==> config.mk <==
export PLATFORM = sky130hd
export DESIGN_NAME = mc_controller
export DESIGN_NICKNAME = d
export VERILOG_FILES = /design/src/rtl/mc_controller.sv
export SDC_FILE = /design/constraint.sdc
export NUM_CORES = 1
export LEC_CHECK = 0
export CORE_MARGIN = 4
export CORE_UTILIZATION = 43
export DETAILED_ROUTE_END_ITERATION = 7
export HOLD_SLACK_MARGIN = 0.1
export PLACE_DENSITY = 0.84
export SLEW_MARGIN = 40
export SYNTH_ARGS = -nofsm -noshare
export SYNTH_HDL_FRONTEND = slang
export SYNTH_SLANG_ARGS = --single-unit
==> constraint.sdc <==
create_clock -name clk -period 3.2 [get_ports clk]
set_input_delay 0.48 -clock clk [delete_from_list [all_inputs] [get_ports clk]]
set_output_delay 0.48 -clock clk [all_outputs]
set_load 0.05 [all_outputs]
==> src/rtl/mc_controller.sv <==
// Multi-cycle FSM controller for the MIPS datapath.
// Drives all datapath enables and mux selects from its state and the IR fields.
module mc_controller #(
  parameter int MEM_TIMEOUT = 16
) (
  input  logic       clk,
  input  logic       reset,
  input  logic [5:0] op,
  input  logic [5:0] func,
  input  logic       zero,
  input  logic       mem_ready,
  output logic       PCWrite,
  output logic       IRWrite,
  output logic       RegWrite,
  output logic       MemRead,
  output logic       MemWrite,
  output logic [2:0] NPCOp,
  output logic [2:0] ALUOp,
  output logic [1:0] EXTOp,
  output logic       ALUSrc,
  output logic [1:0] RegDst,
  output logic [1:0] MemtoReg,
  output logic [3:0] state,
  output logic       instr_done,
  output logic       mem_err
);

  localparam int CW = (MEM_TIMEOUT > 1) ? $clog2(MEM_TIMEOUT) : 1;
  localparam logic [CW-1:0] LAST = CW'(MEM_TIMEOUT - 1);

  typedef enum logic [3:0] {
    FETCH  = 4'd0,
    DECODE = 4'd1,
    EXE    = 4'd2,
    ALUWB  = 4'd3,
    MA     = 4'd4,
    MR     = 4'd5,
    MWB    = 4'd6,
    MW     = 4'd7,
    BR     = 4'd8,
    JUMP   = 4'd9
  } state_t;

  state_t cur, nxt;
  logic [CW-1:0] cnt;

  logic is_r, addu, subu, jr, ori, lui;
  logic lw, sw, beq, j, jal;
  logic alu_cls, mem_cls, jmp_cls;
  logic in_mem, timeout;

  assign is_r = (op == 6'h00);
  assign addu = is_r && (func == 6'h21);
  assign subu = is_r && (func == 6'h23);
  assign jr   = is_r && (func == 6'h08);
  assign ori  = (op == 6'h0d);
  assign lui  = (op == 6'h0f);
  assign lw   = (op == 6'h23);
  assign sw   = (op == 6'h2b);
  assign beq  = (op == 6'h04);
  assign j    = (op == 6'h02);
  assign jal  = (op == 6'h03);

  assign alu_cls = addu | subu | ori | lui;
  assign mem_cls = lw | sw;
  assign jmp_cls = j | jal | jr;

  assign in_mem  = (cur == MR) || (cur == MW);
  assign timeout = in_mem && !mem_ready && (cnt == LAST);

  assign state = cur;

  always_ff @(posedge clk) begin
    if (!reset) begin
      cur     <= FETCH;
      cnt     <= '0;
      mem_err <= 1'b0;
    end else begin
      cur <= nxt;
      if (timeout) begin
        cnt     <= '0;
        mem_err <= 1'b1;
      end else if (in_mem && !mem_ready) begin
        cnt <= cnt + 1'b1;
      end else begin
        cnt <= '0;
      end
    end
  end

  always_comb begin
    nxt        = cur;
    PCWrite    = 1'b0;
    IRWrite    = 1'b0;
    RegWrite   = 1'b0;
    MemRead    = 1'b0;
    MemWrite   = 1'b0;
    NPCOp      = 3'b000;
    ALUOp      = 3'b000;
    EXTOp      = 2'b00;
    ALUSrc     = 1'b0;
    RegDst     = 2'b00;
    MemtoReg   = 2'b00;
    instr_done = 1'b0;
    unique case (cur)
      FETCH: begin
        IRWrite = 1'b1;
        PCWrite = 1'b1;
        nxt     = DECODE;
      end
      DECODE: begin
        unique case (1'b1)
          alu_cls: nxt = EXE;
          mem_cls: nxt = MA;
          beq:     nxt = BR;
          jmp_cls: nxt = JUMP;
          default: begin
            nxt        = FETCH;
            instr_done = 1'b1;
          end
        endcase
      end
      EXE: begin
        nxt = ALUWB;
        unique case (1'b1)
          subu: ALUOp = 3'b001;
          ori: begin
            ALUOp  = 3'b010;
            ALUSrc = 1'b1;
          end
          lui: begin
            EXTOp  = 2'b10;
            ALUSrc = 1'b1;
          end
          default: ALUOp = 3'b000;
        endcase
      end
      ALUWB: begin
        RegWrite   = 1'b1;
        RegDst     = is_r ? 2'b01 : 2'b00;
        instr_done = 1'b1;
        nxt        = FETCH;
      end
      MA, MR, MW: begin
        ALUSrc = 1'b1;
        EXTOp  = 2'b01;
        if (cur == MA) begin
          nxt = lw ? MR : MW;
        end else if (cur == MR) begin
          MemRead = 1'b1;
          if (mem_ready) nxt = MWB;
          else if (timeout) nxt = FETCH;
        end else begin
          MemWrite = 1'b1;
          if (mem_ready) begin
            nxt        = FETCH;
            instr_done = 1'b1;
          end else if (timeout) begin
            nxt = FETCH;
          end
        end
      end
      MWB: begin
        RegWrite   = 1'b1;
        MemtoReg   = 2'b01;
        instr_done = 1'b1;
        nxt        = FETCH;
      end
      BR: begin
        ALUOp      = 3'b001;
        EXTOp      = 2'b01;
        NPCOp      = 3'b001;
        PCWrite    = zero;
        instr_done = 1'b1;
        nxt        = FETCH;
      end
      JUMP: begin
        PCWrite    = 1'b1;
        NPCOp      = jr ? 3'b011 : 3'b010;
        instr_done = 1'b1;
        nxt        = FETCH;
        if (jal) begin
          RegWrite = 1'b1;
          RegDst   = 2'b10;
          MemtoReg = 2'b10;
        end
      end
      default: nxt = FETCH;
    endcase
    // Enables are held off for the whole reset cycle, whatever the state.
    if (!reset) begin
      PCWrite    = 1'b0;
      IRWrite    = 1'b0;
      RegWrite   = 1'b0;
      MemRead    = 1'b0;
      MemWrite   = 1'b0;
      instr_done = 1'b0;
    end
  end

endmodule
==> summary.txt, run 1 <==
Clocking
  – TritonCTS clock tree: yes
  – Post-CTS repair timing setup buffer count: 0
  – Clock buffer count from CTS: 3
  – Hold buffers post-CTS: 0
  – CTS clk-pin slew, worst paths: 0.06 ns
  – Number of instances resized during post-cts repair: 0
  – H-Tree Level Count: 1
  – Clock latency of the later-clocked register in the worst-skew pair: 0.26 ns
  – Clk sinks: 9
  – Buffer cell driving the clock tree root: clkbuf_4
  – Bufs on Longest Clock Path: 2

Floorplan
  – Width of the die: 51.92 µm
  – I/O pin cnt: 40
  – Vert. Die Dim: 51.92 µm
  – Placeable core region: 1783 µm²
  – Starting density of the core: 46.53%
  – Number of placement rows: 15
  – Die outline area: 2696 µm²

Route
  – Initial detailed-routing violation count: 33
  – DRC violation count after routing: 0
  – Count of antenna-violating nets left after detailed routing: 0
  – Routed via count: 984
  – Detailed-router iteration count before antenna repair: 4
  – WL per Instance: 14.94 µm
  – Ratio of routed vias to standard cells: 5.655
  – Wire length after detailed routing: 2600 µm

Place
  – Final weighted congestion in routability-driven placement: 0.8930
  – DP Area: 1190 µm²
  – Final HPWL DP: 2105 µm
  – Pre-CTS worst setup slack: 0.2995 ns
  – Number of port buffers: 37

Setup path
  – Required time reported for the critical path endpoint: 2.72 ns
  – Critical Path AT: 2.42 ns
  – CP startpoint kind: primary input
  – Reg2reg start: state[0]
  – Critical path buffers and inverters: 2
  – Launch point of the worst path: op[3]
  – Cell-by-cell trace of the critical path: clkdlybuf4s50_1 -> or3_1 -> nor4b_1 -> a211oi_1 -> a32o_1 -> buf_4
  – Biggest cell delay along the critical path: 0.53 ns
  – Maximum fanout along the worst path: 6
  – Crit. End Element: output pin
  – RR Endpoint: state[1]
  – Dominant delay contributor by cell family on the critical path: simple AND/OR/NAND/NOR gates
  – Type of the worst setup path: primary input to output pin
  – FF-to-FF path depth: 4
  – CP max-delay cell: or3_1
  – Worst setup slack for register-to-register paths: 1.47 ns

Run
  – Reported max-cap violation count: 0

Power
  – Overall power: 298.5 µW
  – Clock network power share: 29.7%
  – Pwr dens: 245.5 nW/µm²
  – Total leakage power: 0.4505 nW
  – Internal cell power: 199.1 µW
  – Switching fraction of total power: 33.31%
  – Logic pwr share: 29.8%
  – Net switching component of the power: 99.45 µW
  – Share of power burned in registers: 40.5%
  – Largest voltage drop on the vdd net: 0.2779 mV

Synthesis
  – Cell taking the most area after synthesis: dfxtp_1
  – Count of state elements after synthesis: 9
  – Number of distinct library cell variants in the gate-level netlist after synthesis: 37
  – Cells after Synth: 116
  – Top cells by area, synth: dfxtp_1 (22%), nor2_1 (11%), buf_6 (5.4%)
  – Post-synthesis instance area: 829.5 µm²
  – Fraction of synthesized area in multiplexers: 0%
  – Adder and majority cell fraction of the synthesized area: 1.508%
  – Syn avg cell area: 7.151 µm²
  – Complex-gate fraction of the synthesized area: 16.74%
  – EDFF count, synth: 0
  – Fraction of registers with async set/reset: 0%
  – XOR/XNOR share of the synthesized area: 3.167%
  – Share of synthesized cell area in and, or, nand and nor gates: 44.19%
  – Combinational family with the most area after synthesis: simple AND/OR/NAND/NOR gates
  – Top FF cell, synth: dfxtp_1
  – Fraction of post-synthesis cell area in the top cell type by area: 21.72%
  – Share of the yosys chip area belonging to registers: 21.72%
  – Synthesis Warnings: 0

Min path
  – Endpoint with the worst hold slack: cnt[0]
  – Min-delay src: cnt[0]
  – Number of instances on the worst hold path: 1
  – Path class of the lowest-slack min-delay path: register to register

STA
  – Shortest clock period the worst path allows after layout: 2.898 ns
  – Final setup violating endpoints: 0
  – Final hold vios: 0
  – Max Freq: 345.1 MHz
  – Tcrit/Tclk final: 90.56%
  – Sum of negative setup slack: 0 ns
  – Final slew viol count: 0
  – Unrepaired setup endpoints after global routing: no
  – Clock Skew: 0.003047 ns
  – Transition time of the tightest slew-check pin: 0.6412 ns
  – Setup slack of the critical path after layout: 0.3022 ns
  – Relative slew margins: 57.20%

GRT
  – Residual overflow from global routing: 0
  – Wire length of the first global-routing pass: 4298 µm
  – Overall global routing resource usage: 20.38%
  – Number of antenna violations at the first check in global routing: 0
  – Via count of the first global-routing pass: 950
  – Pin count of the biggest net entering global routing: 20

Layout
  – Final-layout fill cell count: 159
  – Area growth from synthesis to layout: 46.61%
  – Post-route cell area: 1216 µm²
  – Most frequent standard cell in the layout excluding fill and tap cells: clkdlybuf4s50_1
  – Fin nets: 167
  – Number of antenna cells inserted: 0
  – Layout cells sized above 1: 12.75%
  – Leading cell types in the layout, fill and taps excluded: clkdlybuf4s50_1 (27), nor2_1 (25), dfxtp_1 (9)
  – Register area: 180.2 µm²
  – Area used by multi-input combinational logic: 551.8 µm²

Run status
  – Result of the run: finished clean
==> cell usage after synthesis (3+ instances only) <==
cell type / instances
nor2_1: 25
dfxtp_1: 9
nand2_1: 8
nand3_1: 6
nor3_1: 6
buf_4: 5
inv_1: 5
nor2b_1: 5
buf_6: 4
o21ai_0: 4
a31oi_1: 3
and3_1: 3
nand2b_1: 3
==> area by class of cell <==
cell class / instances / area share [%]
Multi-Input combinational cell: 94 / 45.37
Timing Repair Buffer: 37 / 33.54
Sequential cell: 9 / 14.81
Tap cell: 25 / 2.572
Clock buffer: 4 / 2.160
Inverter: 5 / 1.543
==> worst max path at each step <==
stage,to,cells after the start
floorplan,RegWrite,5
global placement,ALUOp[0],6
detailed placement,ALUOp[0],6
CTS,ALUOp[0],6
global route,MemRead,4
finish,instr_done,6
==> worst register-to-register path, cell delays in order (launching register included) <==
cell     delay [ns]
dfxtp_1        0.73
nor2b_1        0.36
nand3_1        0.11
a221o_1        0.31
a31oi_1        0.15
==> metrics by stage <==
step / cells / hold slack (ns) / util [%]
floorplan: 117 / 0.4179 / -
global placement: 170 / 0.4319 / 66.74
detailed placement: 170 / 0.4385 / 66.74
CTS: 174 / 0.4526 / 68.21
global route: 174 / 0.4679 / 68.21
finish: 174 / 0.4454 / 68.21
==> power groups by stage <==
stage	combinational (mW)	clock, mW	sequential (mW)
after floorplan	0.0582	0	0.123
after global placement	0.0867	0	0.123
after detailed placement	0.0885	0	0.123
after CTS	0.0889	0.0893	0.121
after global routing	0.0944	0.0956	0.122
final	0.0889	0.0888	0.121
==> logic make-up (layout without fill, tap and decap cells) <==
group                    count (synthesis)  count (layout)
AO/OA/AOI/OAI                           19              19
XOR/XNOR                                 3               3
adder cells (fa/ha/maj)                  1               1
buffers and inverters                   14              46
flip-flops                               9               9
other                                    1               2
AND/OR/NAND/NOR                         69              69
==> metal layers <==
layer / wire length, µm / global-route usage, % / vias up
met1: 995 / 22.78 / 448
met2: 1363 / 38.91 / 58
met5: 0 / 0 / -
li1: - / - / 476
met3: 235 / 4.871 / 2
met4: 5 / 3.057 / 0
==> flip-flops by register name (all words and copies together) (netlist names) <==
signal and cells:
cnt 4, state 4, mem_err 1
Power figures use the tool's default switching activity.
==> run 2: changes to the inputs <==
CTS_CLUSTER_SIZE = 24   (was not set)
==> results of run 2 <==
No change in the layout: final DEF, timing and power equal those of run 1.
==> run 3: changes to the inputs <==
PLACE_DENSITY = 0.83   (was 0.84)
==> run 3 against run 2 <==
Compared with the run above:
- cell area stayed put
- clock power is 3.7% lower
- non-clock buffer count stayed put
- flip-flop and latch count stayed put
- die area stayed put
- final cell count stayed put
- core utilization stayed put
- combinational power is 2% lower
- largest power group unchanged
- clock skew hardly changed
- count of clock-buffer cells in the layout stayed put
- worst setup slack better by 0.015 ns
==> summary.txt, run 3 (same netlist as run 1, synthesis figures left out) <==
STA
  – Unrepaired setup endpoints after global routing: no
  – Relative slew margins: 59.12% (+1.9 points)
  – Max Freq: 346.8 MHz (+0.51%)
  – Sum of negative setup slack: 0 ns (unchanged)
  – Final setup violating endpoints: 0 (unchanged)
  – Tcrit/Tclk final: 90.10% (-0.46 points)
  – Final slew viol count: 0 (unchanged)
  – Shortest clock period the worst path allows after layout: 2.883 ns (-0.01466 ns)
  – Clock Skew: 0.003152 ns (+0.0001052 ns)
  – Transition time of the tightest slew-check pin: 0.6124 ns (-0.02881 ns)
  – Final hold vios: 0 (unchanged)

Clocking
  – H-Tree Level Count: 1 (unchanged)
  – Clk sinks: 9 (unchanged)
  – Buffer cell driving the clock tree root: clkbuf_4
  – CTS clk-pin slew, worst paths: 0.06 ns (about the same)
  – Post-CTS repair timing setup buffer count: 0 (unchanged)
  – Number of instances resized during post-cts repair: 0 (unchanged)
  – Clock buffer count from CTS: 3 (unchanged)
  – TritonCTS clock tree: yes
  – Clock latency of the later-clocked register in the worst-skew pair: 0.26 ns (about the same)
  – Bufs on Longest Clock Path: 2 (unchanged)
  – Hold buffers post-CTS: 0 (unchanged)

Route
  – WL per Instance: 13.08 µm (-12%)
  – Top layer in use: met4
  – Detailed-router iteration count before antenna repair: 5 (+1)
  – DRC violation count after routing: 0 (unchanged)
  – Met2 WL: 1154 µm (-15%)
  – Count of antenna-violating nets left after detailed routing: 0 (unchanged)
  – Initial detailed-routing violation count: 23 (-30%)
  – WL met1: 934 µm (-6.1%)
  – WL met3: 152 µm (-35%)
  – Ratio of routed vias to standard cells: 5.356 (-5.3%)
  – Wire length after detailed routing: 2276 µm (-12%)
  – Routed via count: 932 (-5.3%)

Layout
  – Leading cell types in the layout, fill and taps excluded: clkdlybuf4s50_1 (27), nor2_1 (25), dfxtp_1 (9)
  – Fin nets: 167 (unchanged)
  – Most frequent standard cell in the layout excluding fill and tap cells: clkdlybuf4s50_1
  – Layout cells sized above 1: 12.75% (unchanged)
  – Number of antenna cells inserted: 0 (unchanged)
  – Share of the core filled with cells in the final layout: 68.21% (unchanged)
  – Final-layout fill cell count: 154 (-3.1%)
  – Area growth from synthesis to layout: 46.61% (unchanged)

GRT
  – Via count of the first global-routing pass: 936 (-1.5%)
  – Wire length of the first global-routing pass: 4043 µm (-5.9%)
  – Number of antenna violations at the first check in global routing: 0 (unchanged)
  – Overall global routing resource usage: 19.67% (-0.72 points)
  – Pin count of the biggest net entering global routing: 20 (unchanged)
  – Residual overflow from global routing: 0 (unchanged)

Place
  – Final weighted congestion in routability-driven placement: 0.8472 (-5.1%)
  – Number of port buffers: 37 (unchanged)
  – Final HPWL DP: 1863 µm (-11%)

Setup path
  – Type of the worst setup path: primary input to output pin
  – Critical Path AT: 2.40 ns (-0.02 ns)
  – Crit. End Element: output pin
  – CP startpoint kind: primary input
  – Required time reported for the critical path endpoint: 2.72 ns (about the same)
  – Maximum fanout along the worst path: 6 (unchanged)

Run
  – Reported max-cap violation count: 0 (unchanged)

Run status
  – Result of the run: finished clean

Floorplan
  – Number of placement rows: 15 (unchanged)
  – Placeable core region: 1783 µm² (unchanged)
  – Vert. Die Dim: 51.92 µm (unchanged)
  – Die outline area: 2696 µm² (unchanged)
  – Width of the die: 51.92 µm (unchanged)
  – I/O pin cnt: 40 (unchanged)
  – Starting density of the core: 46.53% (unchanged)

Power
  – Largest voltage drop on the vdd net: 0.2439 mV (-12%)
  – Pwr dens: 241.5 nW/µm² (-1.6%)
  – Total leakage power: 0.4505 nW (unchanged)

Min path
  – Path class of the lowest-slack min-delay path: register to register
[run 3: critical path: stages]
cell and delay [ns]:
clkdlybuf4s50_1 0.45, or3_1 0.52, nor4_4 0.35, a31oi_1 0.12, nor3_1 0.29, buf_12 0.19
[run 3: layer usage]
metal | global-route usage (%) | vias to the layer above
li1 | - | 473
met1 | 22.78 | 412
met2 | 34.73 | 43
met3 | 5.444 | 4
met4 | 5.677 | 0
met5 | 0 | -
[run 3: path summary, 6_finish.rpt]
path	from	endpoint	slack, ns	cells past startpoint
min	cnt[0]	cnt[0]	0.45	1
max reg2reg	state[0]	state[1]	1.47	4
min reg2reg	cnt[0]	cnt[0]	0.45	1
max	op[3]	ALUOp[0]	0.32	6
[run 3: through the flow]
step           setup slack [ns]  power, mW  std cells  cell area, µm²  hold slack, ns
6_report                 0.3169     0.2937        174            1216          0.4549
5_1_grt                  0.1885     0.3105        174            1216          0.4893
3_3_place_gp             0.3833     0.2094        170            1190          0.4309
4_1_cts                  0.3009     0.2965        174            1216          0.4578
3_5_place_dp             0.3008     0.2100        170            1190          0.4439
2_1_floorplan            0.1657     0.1810        117           833.3          0.4179
[run 3: layout make-up]
cell class	instances	area, µm²	area share [%]
clock buffer	4	26.28	2.160
tap	25	31.28	2.572
inverter	5	18.77	1.543
sequential	9	180.2	14.81
timing repair buffer	37	407.9	33.54
multi-input combinational	94	551.8	45.37
[run 3: report_power, final]
| part | switching (mW) | total [mW] | leakage, nW | internal, mW |
|---|---|---|---|---|
| registers | 0.00704 | 0.121 | 0.0728 | 0.114 |
| logic | 0.0501 | 0.0874 | 0.363 | 0.0373 |
| clock network | 0.0376 | 0.0855 | 0.0150 | 0.0479 |
